===== src/rtl/isa_pkg.sv =====
// Shared ISA definitions for the 9-bit instruction set: field positions,
// opcode map, HALT encoding and the decoded-control bundle.
package isa_pkg;

   localparam int INSTR_W   = 9;
   localparam int OPCODE_HI = 8;
   localparam int OPCODE_LO = 6;
   localparam int REGSEL_HI = 5;
   localparam int REGSEL_LO = 3;
   localparam int IMM_HI    = 2;
   localparam int IMM_LO    = 0;
   localparam int OFFSET_HI = 5;
   localparam int OFFSET_LO = 0;

   typedef enum logic [2:0] {
      OP_ADD   = 3'b000,
      OP_SUB   = 3'b001,
      OP_AND   = 3'b010,
      OP_LOAD  = 3'b011,
      OP_STORE = 3'b100,
      OP_LI    = 3'b101,
      OP_BZ    = 3'b110,
      OP_SYS   = 3'b111
   } op_t;

   // SYS with an all-ones function field halts; every other SYS is a NOP.
   localparam logic [5:0]         HALT_FUNC  = 6'h3F;
   localparam logic [INSTR_W-1:0] HALT_INSTR = {OP_SYS, HALT_FUNC};

   typedef enum logic [1:0] {
      IDLE   = 2'd0,
      RUN    = 2'd1,
      HALTED = 2'd2
   } ctrl_state_t;

   typedef struct packed {
      logic [2:0] opcode;
      logic [2:0] reg_sel;
      logic [2:0] imm;
      logic [5:0] offset;
      logic       reg_write;
      logic       mem_read;
      logic       mem_write;
      logic       branch;
      logic       is_alu;
      logic       is_halt;
   } dec_t;

endpackage


===== src/rtl/instr_decoder.sv =====
// Combinational decoder from the instruction register to the control bundle;
// every output is held at zero while the slot is not valid.
module instr_decoder
   import isa_pkg::*;
(
   input  logic [INSTR_W-1:0] ir,
   input  logic               valid,
   output dec_t               dec
);

   op_t op;

   always_comb begin
      // NOTE: every output gets a default before any branch so no latch is inferred.
      dec = '0;
      op  = op_t'(ir[OPCODE_HI:OPCODE_LO]);
      if (valid) begin
         dec.opcode  = ir[OPCODE_HI:OPCODE_LO];
         dec.reg_sel = ir[REGSEL_HI:REGSEL_LO];
         dec.imm     = ir[IMM_HI:IMM_LO];
         dec.offset  = ir[OFFSET_HI:OFFSET_LO];
         case (op)
            OP_ADD, OP_SUB, OP_AND: begin
               dec.reg_write = 1'b1;
               dec.is_alu    = 1'b1;
            end
            OP_LOAD: begin
               dec.reg_write = 1'b1;
               dec.mem_read  = 1'b1;
            end
            OP_STORE: dec.mem_write = 1'b1;
            OP_LI:    dec.reg_write = 1'b1;
            OP_BZ:    dec.branch    = 1'b1;
            OP_SYS:   dec.is_halt   = (ir == HALT_INSTR);
            default:  dec.is_halt   = 1'b0;
         endcase
      end
   end

endmodule


===== src/rtl/decode_ctrl.sv =====
// Decode/control stage: launches programs into IF, registers the fetched
// instruction, squashes wrong-path slots after taken branches and counts retires.
module decode_ctrl
   import isa_pkg::*;
#(
   parameter int ADDR_W = 8,
   parameter int CNT_W  = 16
) (
   input  logic               CLK,
   input  logic               Reset,
   input  logic               Go,
   input  logic [ADDR_W-1:0]  ProgAddr,
   input  logic [INSTR_W-1:0] InstrOut,
   input  logic               AluZero,
   output logic               Start,
   output logic [ADDR_W-1:0]  Start_Addr,
   output logic               Branch,
   output logic               Zero,
   output logic [5:0]         Offset,
   output logic [2:0]         Opcode,
   output logic [2:0]         RegSel,
   output logic [2:0]         Imm,
   output logic               RegWrite,
   output logic               MemRead,
   output logic               MemWrite,
   output logic               Done,
   output logic [CNT_W-1:0]   InstrCount
);

   ctrl_state_t        state;
   logic [INSTR_W-1:0] ir;
   logic               iv;
   logic               zero_q;
   logic               start_q;
   logic               done_q;
   logic [CNT_W-1:0]   instr_cnt;
   logic               slot_valid;
   logic               taken;
   dec_t               dec;

   assign slot_valid = iv && (state == RUN);

   instr_decoder u_decoder (
      .ir    (ir),
      .valid (slot_valid),
      .dec   (dec)
   );

   // IF redirects on this same cycle, so the instruction it fetched meanwhile is wrong-path.
   assign taken = dec.branch && zero_q;

   always_ff @(posedge CLK) begin
      // NOTE: all state here uses non-blocking assignments so every register samples pre-edge values.
      if (Reset) begin
         state     <= IDLE;
         ir        <= '0;
         iv        <= 1'b0;
         zero_q    <= 1'b0;
         instr_cnt <= '0;
         done_q    <= 1'b0;
         start_q   <= 1'b1;
      end else begin
         case (state)
            IDLE, HALTED: begin
               if (Go) begin
                  state     <= RUN;
                  iv        <= 1'b0;
                  zero_q    <= 1'b0;
                  instr_cnt <= '0;
                  done_q    <= 1'b0;
                  start_q   <= 1'b0;
               end
            end
            RUN: begin
               ir <= InstrOut;
               iv <= !(taken || dec.is_halt);
               if (slot_valid) begin
                  instr_cnt <= instr_cnt + 1'b1;
               end
               if (dec.is_alu) begin
                  zero_q <= AluZero;
               end
               if (dec.is_halt) begin
                  state   <= HALTED;
                  done_q  <= 1'b1;
                  start_q <= 1'b1;
               end
            end
            default: begin
               state   <= IDLE;
               iv      <= 1'b0;
               start_q <= 1'b1;
            end
         endcase
      end
   end

   assign Start      = start_q;
   assign Start_Addr = ProgAddr;
   assign Zero       = zero_q;
   assign Done       = done_q;
   assign InstrCount = instr_cnt;

   assign Branch     = dec.branch;
   assign Offset     = dec.offset;
   assign Opcode     = dec.opcode;
   assign RegSel     = dec.reg_sel;
   assign Imm        = dec.imm;
   assign RegWrite   = dec.reg_write;
   assign MemRead    = dec.mem_read;
   assign MemWrite   = dec.mem_write;

endmodule


===== config.mk =====
export PLATFORM = sky130hd
export DESIGN_NAME = decode_ctrl
export DESIGN_NICKNAME = d
export VERILOG_FILES = /design/src/rtl/isa_pkg.sv /design/src/rtl/instr_decoder.sv /design/src/rtl/decode_ctrl.sv
export SDC_FILE = /design/constraint.sdc
export NUM_CORES = 1
export LEC_CHECK = 0
export CAP_MARGIN = 20
export CORE_AREA = 2 2 71 73
export CTS_CLUSTER_SIZE = 8
export DETAILED_ROUTE_END_ITERATION = 8
export DIE_AREA = 0 0 73 75
export HOLD_SLACK_MARGIN = 0.03
export PLACE_DENSITY = 0.72
export SYNTH_ARGS = -nofsm -noshare
export SYNTH_HDL_FRONTEND = slang
export SYNTH_SLANG_ARGS = --single-unit

===== constraint.sdc =====
create_clock -name CLK -period 5.1 [get_ports CLK]
set_clock_uncertainty 0.15 [all_clocks]
set_input_delay 1.02 -clock CLK [delete_from_list [all_inputs] [get_ports CLK]]
set_output_delay 1.02 -clock CLK [all_outputs]
set_load 0.01 [all_outputs]

Yosys cells after proc, flatten, opt, wreduce, memory -nomap -nowiden --
Cells that the tools add are included.
Operators by class: add/sub/neg operators 1, muxes and demuxes 20, reduce and logical (&&, ||, !) cells 14, equal/unequal tests 14
Operator list (count):
- $mux 16 | 2
- $pmux 16 s2 | 1
- $mux 21 | 1
- $add 16x1->16 const B | 1
- $eq 3x3->1 const B | 4
- $eq 9x9->1 const B | 1
- $mux 1 | 9
- $reduce_and 3->1 | 3
- $ne 2x2->1 const B | 4
- $pmux 1 s2 | 4
- $eq 3x2->1 const B | 2
- $reduce_or 5->1 | 1
- $mux 2 | 2
- $pmux 2 s2 | 1
- $eq 3x1->1 const B | 1
- $logic_not 3->1 | 1
- $reduce_or 3->1 | 1
- $eq 2x1->1 const B | 1
- $eq 2x2->1 const B | 1
- $logic_and 1x1->1 | 2
- $logic_not 2->1 | 1
- $reduce_and 2->1 | 1
- $reduce_bool 2->1 | 1
- $reduce_or 2->1 | 1
- other kinds (2) | 2
Word-level totals: register bits after elaboration 31, logic and storage cells 56, output and inout port bits 46, input port bits 21

Depth between registers and ports, before layout --
Gate-level depths: netlist of run 1.
word-level depth 8, depth in mapped cells 6, depth with buffers taken out 5

By module --
Synthesis of run 1 repeated with hierarchy kept, for this count alone.
Unflattened totals: cell total of the unflattened synthesis 197, area total of the unflattened synthesis 1634.1 um2
Modules (own cells, without submodules):
- decode_ctrl | instances 1, cells each 169, area each 1426.4 um2
- instr_decoder | instances 1, cells each 28, area each 207.7 um2

Least setup slack after synthesis of run 1 --
Ideal clock, no wire load.
kind reg2out, from register state[0], to output port Offset[0], cell stages (with the launch flop) 6, required time 3.930 ns, data arrival time 1.239 ns, setup slack 2.691 ns, cells stage by stage dfxtp_1 -> and3b_1 -> buf_6 -> clkbuf_1 -> and2_1 -> buf_4
Between the ends: cells in the longest elaborated chain, start to end 3
RTL lines:
- from (decl) | RTL line decode_ctrl.sv:30 | ctrl_state_t state;
- from (signal assigned) | RTL line decode_ctrl.sv:55 | state <= IDLE;
- from (signal assigned) | RTL line decode_ctrl.sv:66 | state <= RUN;
- from (signal assigned) | RTL line decode_ctrl.sv:84 | state <= HALTED;
- $eq 2x1->1 | RTL line decode_ctrl.sv:41 | assign slot_valid = iv && (state == RUN);
- $logic_and 1x1->1 | RTL line decode_ctrl.sv:41
- $mux 21 | RTL line instr_decoder.sv:17 | if (valid) begin
- to (decl) | RTL line decode_ctrl.sv:19 | output logic [5:0] Offset,
Every way passes these cells.

Final worst setup path of run 1 --
from register state[0], to output port Branch
Between the ends: cells in the longest elaborated chain, start to end 3
RTL lines:
- $eq 2x1->1 | RTL line decode_ctrl.sv:41
- $logic_and 1x1->1 | RTL line decode_ctrl.sv:41
- $mux 21 | RTL line instr_decoder.sv:17
- to (decl) | RTL line decode_ctrl.sv:17 | output logic Branch,
Every way passes these cells.

==> results of run 1 <==
==> cell usage after synthesis (2+ instances only) <==
cell and instances:
dfxtp_1 31, nand2_1 27, a21oi_1 22, nor2_1 15, buf_4 14, and2_1 11, clkbuf_1 7, xor2_1 7
o21ai_0 6, nand3_1 5, nand2b_1 4, o2111ai_1 4, or4_1 4, nor3_1 3, o211ai_1 3, o31ai_1 3
or3_1 3, and4_1 2, inv_1 2, nand4_1 2
==> placed cells by master (no fill, tap or decap), types with 5 or more instances in the layout <==
master / Yosys / routed
a21oi_1: 22 / 22
and2_1: 11 / 11
clkdlybuf4s50_1: 0 / 50
xor2_1: 7 / 7
o21ai_0: 6 / 6
nor2_1: 15 / 15
clkbuf_8: 0 / 7
dfxtp_1: 31 / 31
nand3_1: 5 / 5
nand2_1: 27 / 27
==> power breakdown <==
| part | total, mW | switching, mW | internal, mW |
|---|---|---|---|
| Clock | 0.209 | 0.0860 | 0.123 |
| Combinational | 0.0420 | 0.0225 | 0.0195 |
| Sequential | 0.256 | 0.00695 | 0.249 |
==> layout make-up <==
type	instances	share of cell area, %
clock buffers	8	4.81
inverters	2	0.361
repair buffers	50	24.1
flip-flops and latches	31	29.8
multi-input cells	135	37.7
well taps	54	3.25
==> through the flow <==
stage	worst slack [ns]	hold slack [ns]	utilization, %	total power, mW	cell area (um2)
after floorplan	2.69	0.295	-	0.291	1550
final	1.38	0.306	44.6	0.507	2080
after detailed placement	1.64	0.299	42.5	0.304	1980
after global placement	1.76	0.297	42.5	0.303	1980
after CTS	1.30	0.308	44.6	0.515	2080
after global routing	1.10	0.327	44.6	0.533	2080
==> how the worst min path moves through the flow <==
stage / from / end / slack [ns] / depth (start not counted)
floorplan: ir[0] / ir[0] / 0.29 / 2
global placement: Done / Done / 0.30 / 2
detailed placement: Done / Done / 0.30 / 2
CTS: Done / Done / 0.31 / 2
global route: Done / Done / 0.33 / 2
finish: Done / Done / 0.31 / 2
==> cell families after synthesis <==
| group | synth area share (%) |
|---|---|
| AO/OA/AOI/OAI | 16.5 |
| XOR/XNOR | 4.51 |
| adder cells (fa/ha/maj) | 0.805 |
| buffers and inverters | 9.66 |
| flip-flops | 39.9 |
| multiplexers | 0.644 |
| AND/OR/NAND/NOR | 27.9 |
==> registers in the layout, indices dropped and copies added (netlist names) <==
signal,flops
Done,1
InstrCount,16
Start,1
Zero,1
ir,9
iv,1
state,2
==> worst min-delay path, cell delays in order, from the launching register on <==
cell and delay (ns):
dfxtp_1 0.31, nand2_1 0.05, a21oi_1 0.05
==> metal layers <==
layer	vias to the layer above	GRT usage [%]	part of all wire (%)
met1	658	15.9	44
met4	0	4.73	1.2
met2	33	21.7	48
li1	721	-	-
met5	-	0	0
met3	5	5.35	6.8
==> summary.txt, run 1 <==
Worst setup path
  – CP Buf/Inv Count: 1
  – CP top delay family: simple AND/OR/NAND/NOR gates
  – Crit path max-delay cell type: nor2b_1
  – Critical path arrival: 2.55 ns
  – Crit path cell chain: nor2b_1, nand3_1, nor3b_1, clkdlybuf4s50_1
  – Levels on crit path: 4
  – Setup crit end: Branch
  – R2R depth: 4
  – R2r setup slk: 2.94 ns
  – CP required: 3.93 ns
  – CP max stage delay: 0.68 ns
  – Setup crit start kind: flop
  – Reg-to-Reg Start: state[0]
  – Maximum fanout along the worst path: 13
  – Crit path from: state[0]
  – Critical R2R Capture: state[1]
  – CP Capture Type: primary output
  – Setup CP Type: flop to primary output

Synth
  – Mapped Area: 0.00155 mm2
  – Seq/Total Area, Yosys: 39.9%
  – Synth unique cells: 35
  – Number of synthesized flops with an enable pin: 0
  – Mapped Cells: 190
  – Largest area contributor in the netlist: dfxtp_1
  – Synth Register Bits: 31
  – Syn Nets: 212
  – Synthesis warning total: 0
  – Synth top area share: 39.9%
  – Asr flop ratio synth: 0%
  – Area contributors post-synth: dfxtp_1 (40%), a21oi_1 (7.1%), buf_4 (6.8%)
  – Avg Synthesized Cell Area: 8.18 um2
  – Most used DFF post-synth: dfxtp_1

Die
  – I/O pin total: 67
  – Die height: 75 um
  – Chip width: 73 um
  – Die ar.: 0.00548 mm2
  – # rows: 25
  – Core footprint: 0.00466 mm2
  – Initial Utilization: 33.3%

Pwr
  – Leak: 0.709 nW
  – Worst vdd ir: 137 uV
  – Power Dens Cells: 244 mW/mm2

STA
  – Max-slew violation count: 0
  – Finish-stage setup viols: 0
  – Measured slew at the worst slew-check pin: 0.802 ns
  – Minimum clock period: 3.72 ns
  – Post-route clock period utilization: 73.0%
  – RSZ-0062 raised after global routing: false
  – Final setup TNS: 0 ns
  – Worst slew margin: 46.4%
  – Final Hold Vio Count: 0
  – F_max: 269 MHz

Clocking
  – CTS Buf Count: 5
  – Clock Latency Late Sink: 0.28 ns
  – Hold_buf cts: 0
  – Clock root cell: clkbuf_8
  – Worst-path clk slew: 0.06 ns
  – CTS tree: built
  – Setup bufs post-CTS: 0
  – CTS HTree Levels: 2
  – Post-cts resize count: 0
  – Clock sink total: 31
  – Clock Tree Buf Depth: 2

Final layout
  – Sequential cell area: 621 um2
  – Area Overhead vs Synth: 33.8%
  – Share of layout cells above drive strength 1: 3.98%
  – Non-filler cells, final: 280
  – Final net count: 247
  – Diode count: 0
  – Fillers: 460
  – Area of the multi-input gates: 783 um2

Drt
  – Drt pass-1 iters: 4
  – Final wirelength: 3.42 mm
  – DRC: 0
  – Drt wl/cell: 12.2 um
  – 1st-iter DRT viols: 89
  – Vias/cell: 5.06
  – DR vias: 1417
  – ANT nets after route: 0

Placement
  – Placed Cells: 272
  – I/O Buffers: 50
  – Hpwl dp: 2.60 mm
  – Placer Congestion: 0.761

GRT
  – Vias in the first global route: 1311
  – Initial antenna violation count: 0
  – Remaining Overflow, GRT: 0
  – Total Routing Usage GR: 13.3%
  – First-pass GRT wire length: 5.64 mm
  – Largest net degree at the start of global routing: 20

Worst hold path
  – Hold/Removal Path Class: flop to flop

Job
  – Max cap viols: 0

Status
  – Status: completed
No activity file was read; power rests on OpenSTA's default activity.
==> inputs of run 2 (changes only) <==
- PLACE_DENSITY: 0.72 -> 0.75
- clock period: 5.1 -> 3.2 ns (I/O delays scaled with it)
==> run 2 against run 1 <==
  * Worst hold slack better by 0.0016 ns
  * Critical path depth unchanged
  * Setup slack worse by 0.88 ns
  * Sequential power up 59%
  * Global-route usage up 0.68 points
  * Via count up 0.78%
  * First-iteration DRC count down 7.9%
  * Critical endpoint unchanged
==> summary.txt, run 2 (synthesis gave the netlist of run 1 again) <==
Status
  – Status: completed (unchanged)

STA
  – Final Hold Vio Count: 0 (unchanged)
  – F_max: 370 MHz
  – Measured slew at the worst slew-check pin: 0.460 ns (was 0.802 ns)
  – Worst slew margin: 69.3% (was 46.4%)
  – Max-slew violation count: 0 (unchanged)
  – Post-route clock period utilization: 84.6%
  – Minimum clock period: 2.71 ns
  – RSZ-0062 raised after global routing: false (unchanged)
  – Final setup TNS: 0 ns (unchanged)
  – Finish-stage setup viols: 0 (unchanged)

Worst setup path
  – CP Capture Type: primary output (unchanged)
  – Setup CP Type: flop to primary output (unchanged)
  – Setup crit start kind: flop (unchanged)
  – Maximum fanout along the worst path: 8 (was 13)
  – CP required: 2.41 ns (was 3.93 ns)
  – Critical path arrival: 1.92 ns (was 2.55 ns)

GRT
  – Largest net degree at the start of global routing: 19 (was 20)
  – First-pass GRT wire length: 5.95 mm (was 5.64 mm)
  – Vias in the first global route: 1322 (was 1311)
  – Remaining Overflow, GRT: 0 (unchanged)
  – Initial antenna violation count: 0 (unchanged)
  – Total Routing Usage GR: 14.0% (was 13.3%)

Clocking
  – Setup bufs post-CTS: 0 (unchanged)
  – CTS Buf Count: 5 (unchanged)
  – CTS HTree Levels: 2 (unchanged)
  – Clock Latency Late Sink: 0.28 ns (about the same)
  – Worst-path clk slew: 0.06 ns (about the same)
  – Post-cts resize count: 0 (unchanged)
  – Clock root cell: clkbuf_8 (unchanged)
  – Clock sink total: 31 (unchanged)
  – CTS tree: built (unchanged)
  – Clock Tree Buf Depth: 2 (unchanged)
  – Hold_buf cts: 0 (unchanged)

Pwr
  – Worst vdd ir: 196 uV (was 137 uV)
  – Power Dens Cells: 369 mW/mm2 (was 244 mW/mm2)
  – Leak: 0.720 nW (was 0.709 nW)

Placement
  – Area after DPL: 0.00201 mm2 (was 0.00198 mm2)
  – I/O Buffers: 50 (unchanged)
  – Hpwl dp: 2.64 mm (was 2.60 mm)
  – Placer Congestion: 0.811 (was 0.761)

Die
  – Initial Utilization: 33.3% (unchanged)
  – Chip width: 73 um (unchanged)
  – Die ar.: 0.00548 mm2 (unchanged)
  – Core footprint: 0.00466 mm2 (unchanged)
  – Die height: 75 um (unchanged)
  – I/O pin total: 67 (unchanged)
  – # rows: 25 (unchanged)

Drt
  – Drt wl/cell: 12.7 um (was 12.2 um)
  – DR vias: 1428 (was 1417)
  – 1st-iter DRT viols: 82 (was 89)
  – ANT nets after route: 0 (unchanged)
  – Vias/cell: 5.03 (was 5.06)
  – Drt pass-1 iters: 4 (unchanged)
  – DRC: 0 (unchanged)
  – Final wirelength: 3.61 mm (was 3.42 mm)

Final layout
  – Most frequent cells in the layout: clkdlybuf4s50_1 (50), dfxtp_1 (31), nand2_1 (27) (unchanged)
  – Area Overhead vs Synth: 34.5% (was 33.8%)
  – Share of layout cells above drive strength 1: 5.22% (was 3.98%)
  – Commonest non-fill, non-tap cell in the layout: clkdlybuf4s50_1 (unchanged)
  – Final net count: 251 (was 247)
  – Largest register FFs: 16 (unchanged)
  – Diode count: 0 (unchanged)
  – Design area: 0.00209 mm2 (was 0.00208 mm2)

Job
  – Max cap viols: 0 (unchanged)

Worst hold path
  – Hold/Removal Path Class: flop to flop (unchanged)
run 2: cell count changes in the layout (fill, tap and decap cells not counted):
| cell | change |
|---|---|
| clkbuf_8 | -2 |
| clkinv_2 | +1 |
| clkbuf_1 | +1 |
| buf_4 | +4 |
run 2: layer usage:
layer,vias up,wire length [um],GRT usage (%)
li1,723,-,-
met1,652,1660,18.5
met2,48,1700,21.4
met3,5,200,3.48
met4,0,46,6.79
met5,-,0,0
run 2: power breakdown:
part | leakage, nW | internal [mW] | total [mW] | switching, mW
Sequential | 0.252 | 0.397 | 0.407 | 0.0108
Clock | 0.0422 | 0.152 | 0.294 | 0.141
Combinational | 0.426 | 0.0346 | 0.0713 | 0.0366
Total | 0.720 | 0.584 | 0.772 | 0.189
run 2: cell type report:
class                   instances  area (um2)
repair buffers                 54         531
clock inverters                 1        5.00
well taps                      54        67.6
flip-flops and latches         31         621
clock buffers                   7        76.3
fillers                       459        2570
inverters                       2        7.51
multi-input cells             135         783
run 2: critical path, stage by stage, from the launching register on:
cell,delay [ns]
dfxtp_1,0.42
nor2b_1,0.20
nand3_1,0.15
nor3b_1,0.28
clkdlybuf4s50_1,0.58
run 2: stage by stage:
| stage | setup WS, ns | total power [mW] | hold slack, ns | instances | util, % |
|---|---|---|---|---|---|
| floorplan | 1.17 | 0.464 | 0.295 | 190 | - |
| global placement | 0.639 | 0.487 | 0.297 | 276 | 43.1 |
| detailed placement | 0.586 | 0.488 | 0.302 | 276 | 43.1 |
| CTS | 0.478 | 0.782 | 0.311 | 284 | 44.9 |
| global route | 0.315 | 0.809 | 0.328 | 284 | 44.9 |
| finish | 0.494 | 0.772 | 0.308 | 284 | 44.9 |
run 2: path summary, 6_finish.rpt:
path	from	end	slack, ns	cells after the start
worst max-delay path	state[0]	Branch	0.49	4
worst min-delay path	Done	Done	0.31	2
worst max register to register	state[0]	InstrCount[14]	1.19	5
worst min register to register	Done	Done	0.31	2
==> inputs of run 3 (changes only) <==
- PLACE_DENSITY: 0.75 -> 0.72
- clock period: 3.2 -> 2.5 ns (I/O delays scaled with it)
==> run 3 against run 2 <==
  * Flip-flop and latch count stayed put
  * Critical endpoint unchanged
  * Worst hold slack better by 0.0055 ns
  * Largest power group unchanged
  * Combinational power rose by 36%
  * Power rose by 31%
  * Clock power is 33% higher
==> summary.txt, run 3 (synthesis gave the netlist of run 1 again) <==
Clocking
  – Clock root cell: clkbuf_8 (unchanged)
  – Worst-path clk slew: 0.06 ns (about the same)
  – CTS Buf Count: 5 (unchanged)
  – CTS HTree Levels: 2 (unchanged)
  – Clock sink total: 31 (unchanged)
  – CTS tree: built (unchanged)
  – Clock Tree Buf Depth: 2 (unchanged)
  – Clock Latency Late Sink: 0.28 ns (about the same)
  – Hold_buf cts: 0 (unchanged)

Die
  – Chip width: 73 um (unchanged)
  – Die ar.: 0.00548 mm2 (unchanged)
  – Die height: 75 um (unchanged)
  – # rows: 25 (unchanged)
  – Core footprint: 0.00466 mm2 (unchanged)
  – Initial Utilization: 33.3% (unchanged)
  – I/O pin total: 67 (unchanged)

STA
  – Final setup TNS: 0 ns (unchanged)
  – RSZ-0062 raised after global routing: false (unchanged)
  – Worst Hold Margin: 0.314 ns (was 0.308 ns)
  – Post-route clock period utilization: 96.0%
  – Minimum clock period: 2.40 ns
  – Worst slew margin: 78.1% (was 69.3%)
  – Measured slew at the worst slew-check pin: 0.328 ns (was 0.460 ns)
  – Final Hold Vio Count: 0 (unchanged)
  – Finish-stage setup viols: 0 (unchanged)
  – Final worst-path setup slack: 0.101 ns (was 0.494 ns)
  – Max-slew violation count: 0 (unchanged)
  – F_max: 417 MHz

Final layout
  – Most frequent cells in the layout: clkdlybuf4s50_1 (50), dfxtp_1 (31), nand2_1 (27) (unchanged)
  – Final Util: 45.6% (was 44.9%)
  – Share of layout cells above drive strength 1: 7.79% (was 5.22%)
  – Non-filler cells, final: 285 (was 284)
  – Final net count: 253 (was 251)
  – Diode count: 0 (unchanged)
  – Commonest non-fill, non-tap cell in the layout: clkdlybuf4s50_1 (unchanged)
  – Area of the multi-input gates: 795 um2 (was 783 um2)
  – Largest register FFs: 16 (unchanged)
  – Fillers: 471 (was 459)
  – Sequential cell area: 621 um2 (unchanged)
  – Design area: 0.00212 mm2 (was 0.00209 mm2)
  – Area Overhead vs Synth: 36.6% (was 34.5%)

Worst setup path
  – Reg-to-Reg Start: iv (was state[0])
  – Critical path arrival: 1.75 ns (was 1.92 ns)
  – Crit path from: state[1] (was state[0])
  – R2r setup slk: 0.60 ns (was 1.19 ns)
  – R2R depth: 5 (unchanged)
  – Setup crit end: Branch (unchanged)
  – CP max stage delay: 0.57 ns (was 0.58 ns)
  – Maximum fanout along the worst path: 6 (was 8)
  – CP Capture Type: primary output (unchanged)
  – Critical R2R Capture: InstrCount[13] (was InstrCount[14])
  – Setup crit start kind: flop (unchanged)
  – Crit path cell chain: nor2b_1, nand3_2, nor3b_2, clkdlybuf4s50_1 (was nor2b_1, nand3_1, nor3b_1, clkdlybuf4s50_1)
  – CP required: 1.85 ns (was 2.41 ns)
  – Crit path max-delay cell type: clkdlybuf4s50_1 (unchanged)
  – Setup CP Type: flop to primary output (unchanged)

Status
  – Status: completed (unchanged)

GRT
  – Remaining Overflow, GRT: 0 (unchanged)
  – First-pass GRT wire length: 5.88 mm (was 5.95 mm)
  – Total Routing Usage GR: 13.8% (was 14.0%)
  – Initial antenna violation count: 0 (unchanged)
  – Largest net degree at the start of global routing: 19 (unchanged)
  – Vias in the first global route: 1334 (was 1322)

Drt
  – DR vias: 1423 (was 1428)
  – Final wirelength: 3.50 mm (was 3.61 mm)
  – Drt pass-1 iters: 4 (unchanged)
  – 1st-iter DRT viols: 44 (was 82)
  – Vias/cell: 4.99 (was 5.03)
  – DRC: 0 (unchanged)
  – Drt wl/cell: 12.3 um (was 12.7 um)
  – ANT nets after route: 0 (unchanged)

Job
  – Max cap viols: 0 (unchanged)

Placement
  – Worst slack, placed: 0.167 ns (was 0.586 ns)
  – Placer Congestion: 0.734 (was 0.811)
  – Area after DPL: 0.00202 mm2 (was 0.00201 mm2)
  – Placed Cells: 278 (was 276)
  – I/O Buffers: 50 (unchanged)
  – Hpwl dp: 2.67 mm (was 2.64 mm)

Pwr
  – Worst vdd ir: 260 uV (was 196 uV)
  – Power Dens Cells: 476 mW/mm2 (was 369 mW/mm2)
  – Final Total Pwr: 1.01 mW (was 772 uW)
  – Leak: 0.734 nW (was 0.720 nW)

Worst hold path
  – Hold/Removal Path Class: flop to flop (unchanged)
==> run 3: cell types whose count changed in the layout (fill, tap and decap cells not counted), sizes merged <==
cell,previous run,this run
buf,4,6
clkbuf,7,6
==> run 3: critical path: cells and delay by family, from the launching register on <==
kind	cells	cell delay, ns
flops	1	0.34
buf+inv	1	0.57
simple gates	3	0.57
==> run 3: worst min-delay path by stage <==
| stage | from | to | slack [ns] | cells past startpoint |
|---|---|---|---|---|
| 6_report | Done | Done | 0.31 | 2 |
| 3_3_place_gp | Done | Done | 0.30 | 2 |
| 2_1_floorplan | ir[0] | ir[0] | 0.29 | 2 |
| 4_1_cts | Done | Done | 0.32 | 2 |
| 5_1_grt | ir[0] | ir[0] | 0.34 | 2 |
| 3_5_place_dp | Done | Done | 0.31 | 2 |
==> run 3: report_power, final <==
group	switching, mW	internal [mW]	total, mW
Combinational	0.0495	0.0478	0.0973
Sequential	0.0129	0.508	0.521
Clock	0.177	0.216	0.392
Total	0.239	0.771	1.01
==> run 3: per-layer routing <==
metal  wire, um  vias to the layer above  global-route usage (%)
met4         36                        0                    4.73
met1       1560                      657                    16.7
met2       1740                       36                    23.5
met5          0                        -                       0
met3        165                        4                    3.88
li1           -                      726                       -
==> run 3: area by class of cell <==
type	count	area share, %
inverter	2	0.354
clock buffer	6	3.89
sequential	31	29.2
clock inverter	1	0.236
tap	54	3.18
timing repair buffer	56	25.7
multi-input combinational	135	37.4
==> run 3: repair_timing <==
item,4_1_cts,5_1_grt
setup buffers,0,0
resized for setup,0,3
endpoints found under the setup margin,0,12
==> variant (flow settings as in run 2) <==
The parameter `CNT_W` goes from 16 to 32.
--- a/src/rtl/decode_ctrl.sv
+++ b/src/rtl/decode_ctrl.sv
@@ -4,7 +4,7 @@
    import isa_pkg::*;
 #(
    parameter int ADDR_W = 8,
-   parameter int CNT_W  = 16
+   parameter int CNT_W  = 32
 ) (
    input  logic               CLK,
    input  logic               Reset,
Interface: changed (resized InstrCount); port bits go from 67 to 83. No check against the original RTL was run, so the function may have changed too.
==> variant against run 2 <==
  * Setup slack worse by 0.13 ns
  * Design area grew 49%
  * Routed wire length is 66% higher
  * Clock power increased by 44%
  * Synthesized area increased by 59%
  * Sequential cell count up 16
  * Worst hold slack improved by 0.0092 ns
  * Non-clock buffer count increased by 18
  * Power is 43% higher
  * Synthesized cell count rose by 57%
  * Highest routed layer unchanged
==> variant: results (changes against run 2) <==
- Outcome: finished clean
- Post-synth top cells: dfxtp_1 (47), a21oi_1 (39), nand2_1 (35), o31ai_1 (20), or4_1 (20)
- Top post-synthesis cells by area: dfxtp_1 (38%), a21oi_1 (7.9%), o31ai_1 (6.1%)
- Detailed Place HPWL: 4.21 mm (+59%)
- Hold Slack: 0.317 ns (+0.00918 ns)
- Dpl cells: 392 (+42%)
- GP Congestion: 0.806 (-0.59%)
- WP data arrival: 2.04 ns (+0.12 ns)
- P_sw: 248 uW (+32%)
- Max VDD drop: 0.000230 V (+17%)
- Largest net degree at the start of global routing: 29 (+10)
- Gr usage total: 22.3% (+8.3 points)
- Least-Margin Pin Slew: 0.634 ns (+0.174 ns)
- Largest fanout on the critical path: 11 (+3)
- Pre-CTS WS: 0.459 ns (-0.127 ns)
- Max reg flops: 32 (+16)
- Cells after synthesis: 299 (+57%)
- PnR worst setup slack: 0.367 ns (-0.127 ns)
- Count of different cell masters after synthesis: 39 (+11%)
- 1st-pass router iterations: 5 (+1)
- Clock buffer depth: 2 (unchanged)
- Vias in the first global route: 2,066 (+56%)
- First-pass GRT wire length: 9.68 mm (+63%)
- Slack of the worst reg-to-reg path: 0.86 ns (-0.33 ns)
- Lkg Pwr: 0.968 nW (+34%)
- CTS clk-pin slew, worst paths: 0.08 ns (+0.02 ns)
- Syn Nets: 321 (+51%)
- Post-Route WL: 6.00 mm (+66%)
- Detailed-route via count: 2,349 (+64%)
- Final-stage net count: 367 (+46%)
variant: cell types whose count changed in the layout (fill, tap and decap cells not counted), sizes merged, moves of 11 or more:
cell,before,now
or4,4,20
nand4,3,14
o31ai,3,20
dfxtp,31,47
a21oi,22,39
clkdlybuf4s50,50,66
variant: critical path, delay by kind of cell, from the launching register on:
kind                   cells  cell delay [ns]
and+or+nand+nor            3             0.73
DFF                        1             0.44
buffers and inverters      1             0.57
variant: logic make-up after synthesis:
logic type               synth area share, %
AO/OA/AOI/OAI                           18.4
XOR/XNOR                                2.48
adder cells (fa/ha/maj)                0.507
buffers and inverters                   9.93
flip-flops                              38.1
multiplexers                           0.405
AND/OR/NAND/NOR                         30.2
variant: cell type report:
class	instances	area [um^2]
Multi-Input combinational cell	214	1280
Inverter	5	18.8
Timing Repair Buffer	72	706
Clock buffer	6	72.6
Sequential cell	47	941
Tap cell	54	67.6
Fill cell	415	1540
Clock inverter	1	30.0
variant: power groups by stage:
stage / sequential [mW] / combinational (mW) / clock, mW
2_1_floorplan: 0.618 / 0.0579 / 0
3_3_place_gp: 0.620 / 0.0763 / 0
3_5_place_dp: 0.620 / 0.0770 / 0
4_1_cts: 0.606 / 0.0776 / 0.435
5_1_grt: 0.608 / 0.0857 / 0.457
6_report: 0.606 / 0.0776 / 0.424
variant: worst paths after layout:
check,to,start,cells past startpoint
max,MemRead,state[0],4
min,ir[4],ir[4],2
max reg2reg,InstrCount[19],InstrCount[5],4
min reg2reg,ir[4],ir[4],2
variant: metal layers:
metal	share of wire (%)	global-route usage, %
met1	48	31.7
met2	47	34.3
met3	4.7	4.02
met4	0.90	7.41
met5	0	0
